==> config.mk <==
export PLATFORM = sky130hd
export DESIGN_NAME = qq_cmd_sched
export DESIGN_NICKNAME = d
export VERILOG_FILES = /design/src/rtl/qq_pkg.sv /design/src/rtl/qq_key_fifo.sv /design/src/rtl/qq_cmd_sched.sv
export SDC_FILE = /design/constraint.sdc
export NUM_CORES = 1
export LEC_CHECK = 0
export CORE_UTILIZATION = 49
export DETAILED_ROUTE_END_ITERATION = 16
export PLACE_DENSITY = 0.7
export SKIP_CTS_REPAIR_TIMING = 1
export SLEW_MARGIN = 40
export SYNTH_ARGS = -nofsm -noshare
export SYNTH_HDL_FRONTEND = slang
export SYNTH_SLANG_ARGS = --single-unit
==> constraint.sdc <==
create_clock -name clk -period 5.5 [get_ports clk]
set_input_delay 1.1 -clock clk [delete_from_list [all_inputs] [get_ports clk]]
set_output_delay 1.1 -clock clk [all_outputs]
set_load 0.005 [all_outputs]
==> src/rtl/qq_pkg.sv <==
// Shared types and constants for the quickQueue command scheduler.
package qq_pkg;

  localparam int unsigned QQ_KEY_W = 32;

  typedef logic [QQ_KEY_W-1:0] key_t;

  typedef enum logic [1:0] {
    IDLE,
    ENQ,
    DEQ,
    GAP
  } sched_state_t;

  localparam logic [3:0] PEND_MAX = 4'd15;

endpackage

==> src/rtl/qq_key_fifo.sv <==
// Show-ahead synchronous key FIFO; pointers carry an extra wrap bit for full/empty.
module qq_key_fifo #(
  parameter int unsigned KEY_W      = 32,
  parameter int unsigned FIFO_DEPTH = 8
) (
  input  logic             clk,
  input  logic             rst,
  input  logic             push,
  input  logic             pop,
  input  logic [KEY_W-1:0] din,
  output logic [KEY_W-1:0] dout,
  output logic             full,
  output logic             empty
);

  localparam int unsigned AW = $clog2(FIFO_DEPTH);

  logic [KEY_W-1:0] mem [FIFO_DEPTH];
  logic [AW:0]      wr_ptr;
  logic [AW:0]      rd_ptr;

  assign empty = (wr_ptr == rd_ptr);
  assign full  = (wr_ptr[AW] != rd_ptr[AW]) && (wr_ptr[AW-1:0] == rd_ptr[AW-1:0]);
  assign dout  = mem[rd_ptr[AW-1:0]];

  always_ff @(posedge clk or posedge rst) begin
    if (rst) begin
      wr_ptr <= '0;
      rd_ptr <= '0;
    end else begin
      if (push && !full) begin
        wr_ptr <= wr_ptr + 1'b1;
      end
      if (pop && !empty) begin
        rd_ptr <= rd_ptr + 1'b1;
      end
    end
  end

  always_ff @(posedge clk) begin
    if (push && !full) begin
      mem[wr_ptr[AW-1:0]] <= din;
    end
  end

endmodule

==> src/rtl/qq_cmd_sched.sv <==
// Command scheduler upstream of quickQueueTop: serialises enq/deq level pulses.
// Optional QQ_SCHED_STATS_EN adds issued-enqueue/dequeue and drop counters.
module qq_cmd_sched #(
  parameter int unsigned KEY_W      = 32,
  parameter int unsigned FIFO_DEPTH = 8,
  parameter int unsigned ENQ_HOLD   = 20,
  parameter int unsigned DEQ_HOLD   = 10,
  parameter int unsigned GAP        = 5
) (
  input  logic             clk,
  input  logic             rst,
  input  logic             in_valid,
  output logic             in_ready,
  input  logic [KEY_W-1:0] in_key,
  input  logic             deq_req,
  input  logic [31:0]      array_size,
  output logic             core_enq,
  output logic             core_deq,
  output logic [KEY_W-1:0] core_key,
  output logic [31:0]      occupancy,
  output logic             q_full,
  output logic             q_empty,
  output logic             deq_drop
`ifdef QQ_SCHED_STATS_EN
  ,
  output logic [31:0]      stat_enq,
  output logic [31:0]      stat_deq,
  output logic [15:0]      stat_drop
`endif
);

  import qq_pkg::sched_state_t;
  import qq_pkg::IDLE;
  import qq_pkg::ENQ;
  import qq_pkg::DEQ;
  import qq_pkg::PEND_MAX;

  localparam logic [7:0] ENQ_LAST = 8'(ENQ_HOLD - 1);
  localparam logic [7:0] DEQ_LAST = 8'(DEQ_HOLD - 1);
  localparam logic [7:0] GAP_LAST = (GAP > 1) ? 8'(GAP - 2) : 8'd0;

  sched_state_t     state;
  sched_state_t     state_nxt;
  logic [7:0]       hold_cnt;
  logic [7:0]       hold_nxt;
  logic             start_enq;
  logic             start_deq;
  logic [3:0]       pend_deq;
  logic             drop_now;
  logic             req_accept;
  logic             fifo_push;
  logic             fifo_full;
  logic             fifo_empty;
  logic [KEY_W-1:0] fifo_dout;

  assign in_ready   = !fifo_full;
  assign fifo_push  = in_valid && !fifo_full;
  assign q_full     = (occupancy >= array_size);
  assign q_empty    = (occupancy == '0);
  assign core_enq   = (state == ENQ);
  assign core_deq   = (state == DEQ);
  assign drop_now   = deq_req && (pend_deq == PEND_MAX);
  assign req_accept = deq_req && !drop_now;

  qq_key_fifo #(
    .KEY_W      (KEY_W),
    .FIFO_DEPTH (FIFO_DEPTH)
  ) u_key_fifo (
    .clk   (clk),
    .rst   (rst),
    .push  (fifo_push),
    .pop   (start_enq),
    .din   (in_key),
    .dout  (fifo_dout),
    .full  (fifo_full),
    .empty (fifo_empty)
  );

  // The IDLE decision cycle is itself one of the GAP quiet cycles, so the GAP
  // state only lasts GAP-1 cycles and is skipped entirely when GAP==1.
  always_comb begin
    state_nxt = state;
    hold_nxt  = hold_cnt;
    start_enq = 1'b0;
    start_deq = 1'b0;
    case (state)
      IDLE: begin
        if ((pend_deq != '0) && !q_empty) begin
          state_nxt = DEQ;
          hold_nxt  = '0;
          start_deq = 1'b1;
        end else if (!fifo_empty && !q_full) begin
          state_nxt = ENQ;
          hold_nxt  = '0;
          start_enq = 1'b1;
        end
      end
      ENQ: begin
        if (hold_cnt == ENQ_LAST) begin
          state_nxt = (GAP > 1) ? qq_pkg::GAP : IDLE;
          hold_nxt  = '0;
        end else begin
          hold_nxt = hold_cnt + 8'd1;
        end
      end
      DEQ: begin
        if (hold_cnt == DEQ_LAST) begin
          state_nxt = (GAP > 1) ? qq_pkg::GAP : IDLE;
          hold_nxt  = '0;
        end else begin
          hold_nxt = hold_cnt + 8'd1;
        end
      end
      qq_pkg::GAP: begin
        if (hold_cnt == GAP_LAST) begin
          state_nxt = IDLE;
          hold_nxt  = '0;
        end else begin
          hold_nxt = hold_cnt + 8'd1;
        end
      end
      default: begin
        state_nxt = IDLE;
        hold_nxt  = '0;
      end
    endcase
  end

  always_ff @(posedge clk or posedge rst) begin
    if (rst) begin
      state    <= IDLE;
      hold_cnt <= '0;
    end else begin
      state    <= state_nxt;
      hold_cnt <= hold_nxt;
    end
  end

  always_ff @(posedge clk or posedge rst) begin
    if (rst) begin
      occupancy <= '0;
      core_key  <= '0;
    end else begin
      if (start_enq) begin
        occupancy <= occupancy + 32'd1;
        core_key  <= fifo_dout;
      end else if (start_deq) begin
        occupancy <= occupancy - 32'd1;
      end
    end
  end

  // A same-cycle accepted request and dequeue issue cancel out.
  always_ff @(posedge clk or posedge rst) begin
    if (rst) begin
      pend_deq <= '0;
      deq_drop <= 1'b0;
    end else begin
      deq_drop <= drop_now;
      case ({req_accept, start_deq})
        2'b10:   pend_deq <= pend_deq + 4'd1;
        2'b01:   pend_deq <= pend_deq - 4'd1;
        default: pend_deq <= pend_deq;
      endcase
    end
  end

`ifdef QQ_SCHED_STATS_EN
  always_ff @(posedge clk or posedge rst) begin
    if (rst) begin
      stat_enq  <= '0;
      stat_deq  <= '0;
      stat_drop <= '0;
    end else begin
      if (start_enq) begin
        stat_enq <= stat_enq + 32'd1;
      end
      if (start_deq) begin
        stat_deq <= stat_deq + 32'd1;
      end
      if (drop_now) begin
        stat_drop <= stat_drop + 16'd1;
      end
    end
  end
`endif

endmodule

==> out/results.ini <==
[drt]
routed_wl_um = 33500
drt_iter0_drc = 539
vias_per_cell = 5.58
routedWlPerCell_um = 19.6
first_pass_iters = 5
drc_errors = 0
postRouteAntennaNets = 0
via_count = 9517

[layout]
drive_above_1_share_pct = 18.2
diodes = 0
mostFrequentLayoutCells = 256 x edfxtp_1, 137 x clkdlybuf4s50_1, 84 x dfrtp_1, 77 x nor2_1, 75 x a21oi_1
final_area_um2 = 19400
layout.nets = 1427
finalNonFillerCells = 1707
syn_to_final_growth_pct = 24.7
final_common_cell = edfxtp_1

[timing]
fmax_mhz = 195
finClkSkew_ps = 15.0
final_max_slew_viol_count = 0
max_slew_margin_pct = 45.3
fin_crit_sh_pct = 93.3
rsz0062_at_grt = false
finalHoldViolations = 0
setup_violations = 0
worst_slack_ps = 366
post-route-min-period_ps = 5130
worst_pin_slew_ps = 818

[cts]
cts-buffers-inserted = 36
cts.sinks = 343
cts_tree = yes
clock_tree.htree_level_count = 2
worstSkewPairLatency_ps = 530
cts-root-buf = clkbuf_16
cts.clk_slew.worst_paths_ps = 60
clock_path_buffers = 3

[worst_setup_path]
worst-path-max-fanout = 18
reg2reg_from = occupancy[17]
arrival_ps = 5550
worst_ep_required_time_ps = 5910
crit_type = primary input to flop
r2r_slack_ps = 640
end_kind = flop
startpoint_type = primary input
timing.rr.end = occupancy[30]
reg2regPathDepth = 17

[die]
io_pins = 138
core_um2 = 30900
die_h_um = 180
die_w_um = 180
rows = 64
dieArea_um2 = 32500
initial_core_util_pct = 50.4

[grt]
grtUsageTotal_pct = 21.3
grt.overflow.total = 0
grt_pass1_wl_um = 54100
grt_max_degree = 71
grt_pass1_vias = 9893
antenna_found_initial = 1

[status]
outcome = finished clean

[logic_synthesis]
syn-num-nets = 1210
ys_seq_area_share_pct = 63.3
synth_ff_type = edfxtp_1
synth-edff-count = 256
synthArstFlopShare_pct = 25.4
synth.avg_cell_area_um2 = 14.6
ys_ff_latch = 343
synthCells = 1066
synth_warnings = 0
synth.distinct_cells = 66
netlist_area_um2 = 15600

[power]
leakagePower_uw = 0.00715
irDropWorstVdd_mv = 0.341
p_per_area_nw_per_um2 = 548

[placed_design]
placed_cells = 1641
portBuffers = 137
globalplace.congestion = 0.863
place_area_um2 = 18200
place_ws_ps = -159
dp_hpwl_um = 21700

[worst_hold_path]
hold_depth = 1
hold_path_class = flop to flop
min_from = hold_cnt[7]
min_to = hold_cnt[7]

[job]
cap_violations = 0

-- cell families (layout without fill, tap and decap cells) --
family / count (synthesis) / count (layout) / share of synthesized area (%)
XOR/XNOR: 39 / 39 / 2.19
adder cells (fa/ha/maj): 76 / 76 / 6.20
buffers and inverters: 88 / 333 / 2.15
flip-flops: 343 / 343 / 63.3
multiplexers: 100 / 100 / 11.6
AO/OA/AOI/OAI: 184 / 184 / 7.27
AND/OR/NAND/NOR: 236 / 236 / 7.31
-- cells in the mapped netlist, types with 3 or more instances --
master       n  share of area [%]
edfxtp_1   256                 49
dfrtp_1     87                 14
nor2_1      83                2.0
a21oi_1     76                2.4
ha_1        74                5.9
mux4_2      64                9.3
nand2_1     59                1.4
inv_1       54                1.3
o21ai_0     44                1.4
mux2i_1     34                2.2
clkbuf_1    22               0.53
xor2_1      22                1.2
nand3_1     21               0.67
xnor2_1     17               0.96
nand4_1     15               0.60
a21o_1      13               0.63
nor4_1      12               0.48
buf_1        8               0.19
nor3_1       8               0.26
and3_1       7               0.28
nand2b_1     7               0.28
o21bai_1     7               0.34
a211oi_1     6               0.29
o31ai_1      6               0.29
buf_2        4               0.13
a31oi_1      3               0.12
nor3b_1      3               0.14
o2111ai_1    3               0.17
o211ai_1     3               0.14
or2_2        3               0.12
-- how the worst max path moves through the flow --
stage	slack (ps)	cells after the start	to	startpoint
final	370	19	occupancy[30]	array_size[29]
after floorplan	-10	18	occupancy[30]	array_size[18]
after global placement	-30	19	occupancy[30]	array_size[27]
after CTS	370	19	occupancy[30]	array_size[29]
after global routing	90	20	occupancy[30]	array_size[28]
after detailed placement	-160	19	occupancy[30]	array_size[29]
-- per-layer routing --
| layer | wire [µm] | global-route usage [%] | vias up |
|---|---|---|---|
| met5 | 11 | 0 | - |
| met4 | 779 | 6.63 | 2 |
| met3 | 1580 | 3.54 | 59 |
| met2 | 16700 | 36.0 | 239 |
| met1 | 14500 | 28.4 | 4676 |
| li1 | - | - | 4541 |
-- registers in the layout, summed over array words and instances, names as in the netlist --
register and cells:
u_key_fifo.mem 256, core_key 32, occupancy 32, hold_cnt 8, pend_deq 4, u_key_fifo.rd_ptr 4, u_key_fifo.wr_ptr 4, state 2
deq_drop 1
-- through the flow --
stage               hold WS, ps  utilization, %  total power (µW)  TNS [ps]
finish                      475            62.8             10700         0
global route                500            62.8             11300         0
CTS                         479            62.8             10700         0
detailed placement          473            58.9              8240      -229
global placement            470            58.7              8140     -31.1
floorplan                   447               -              6480     -10.8
-- power breakdown --
part           leakage, µW  switching, µW  internal [µW]  total [µW]
logic              0.00320           2180           2180        4350
registers          0.00335            421           3400        3820
clock network     0.000603            994           1490        2480
total              0.00715           3590           7060       10700
-- critical path, stage by stage --
cell	delay (ps)
clkdlybuf4s50_1	450
inv_1	40
ha_1	290
nand4_1	150
nor4_2	410
nand4_1	240
nor4_4	410
nor3_4	90
clkinvlp_4	100
buf_12	170
ha_1	280
a211oi_1	300
o21ai_0	140
o2111ai_1	140
a2111o_1	230
nand4_1	160
and3_1	200
or4_1	510
o221a_1	130
-- layout make-up --
cell class	instances	area, µm²
fillers	2255	11500
clock buffers	46	1000
multi-input cells	635	5620
repair buffers	213	1990
flip-flops and latches	343	9870
inverters	54	221
clock inverters	20	220
well taps	396	495
(Power assumes the default switching activity.)
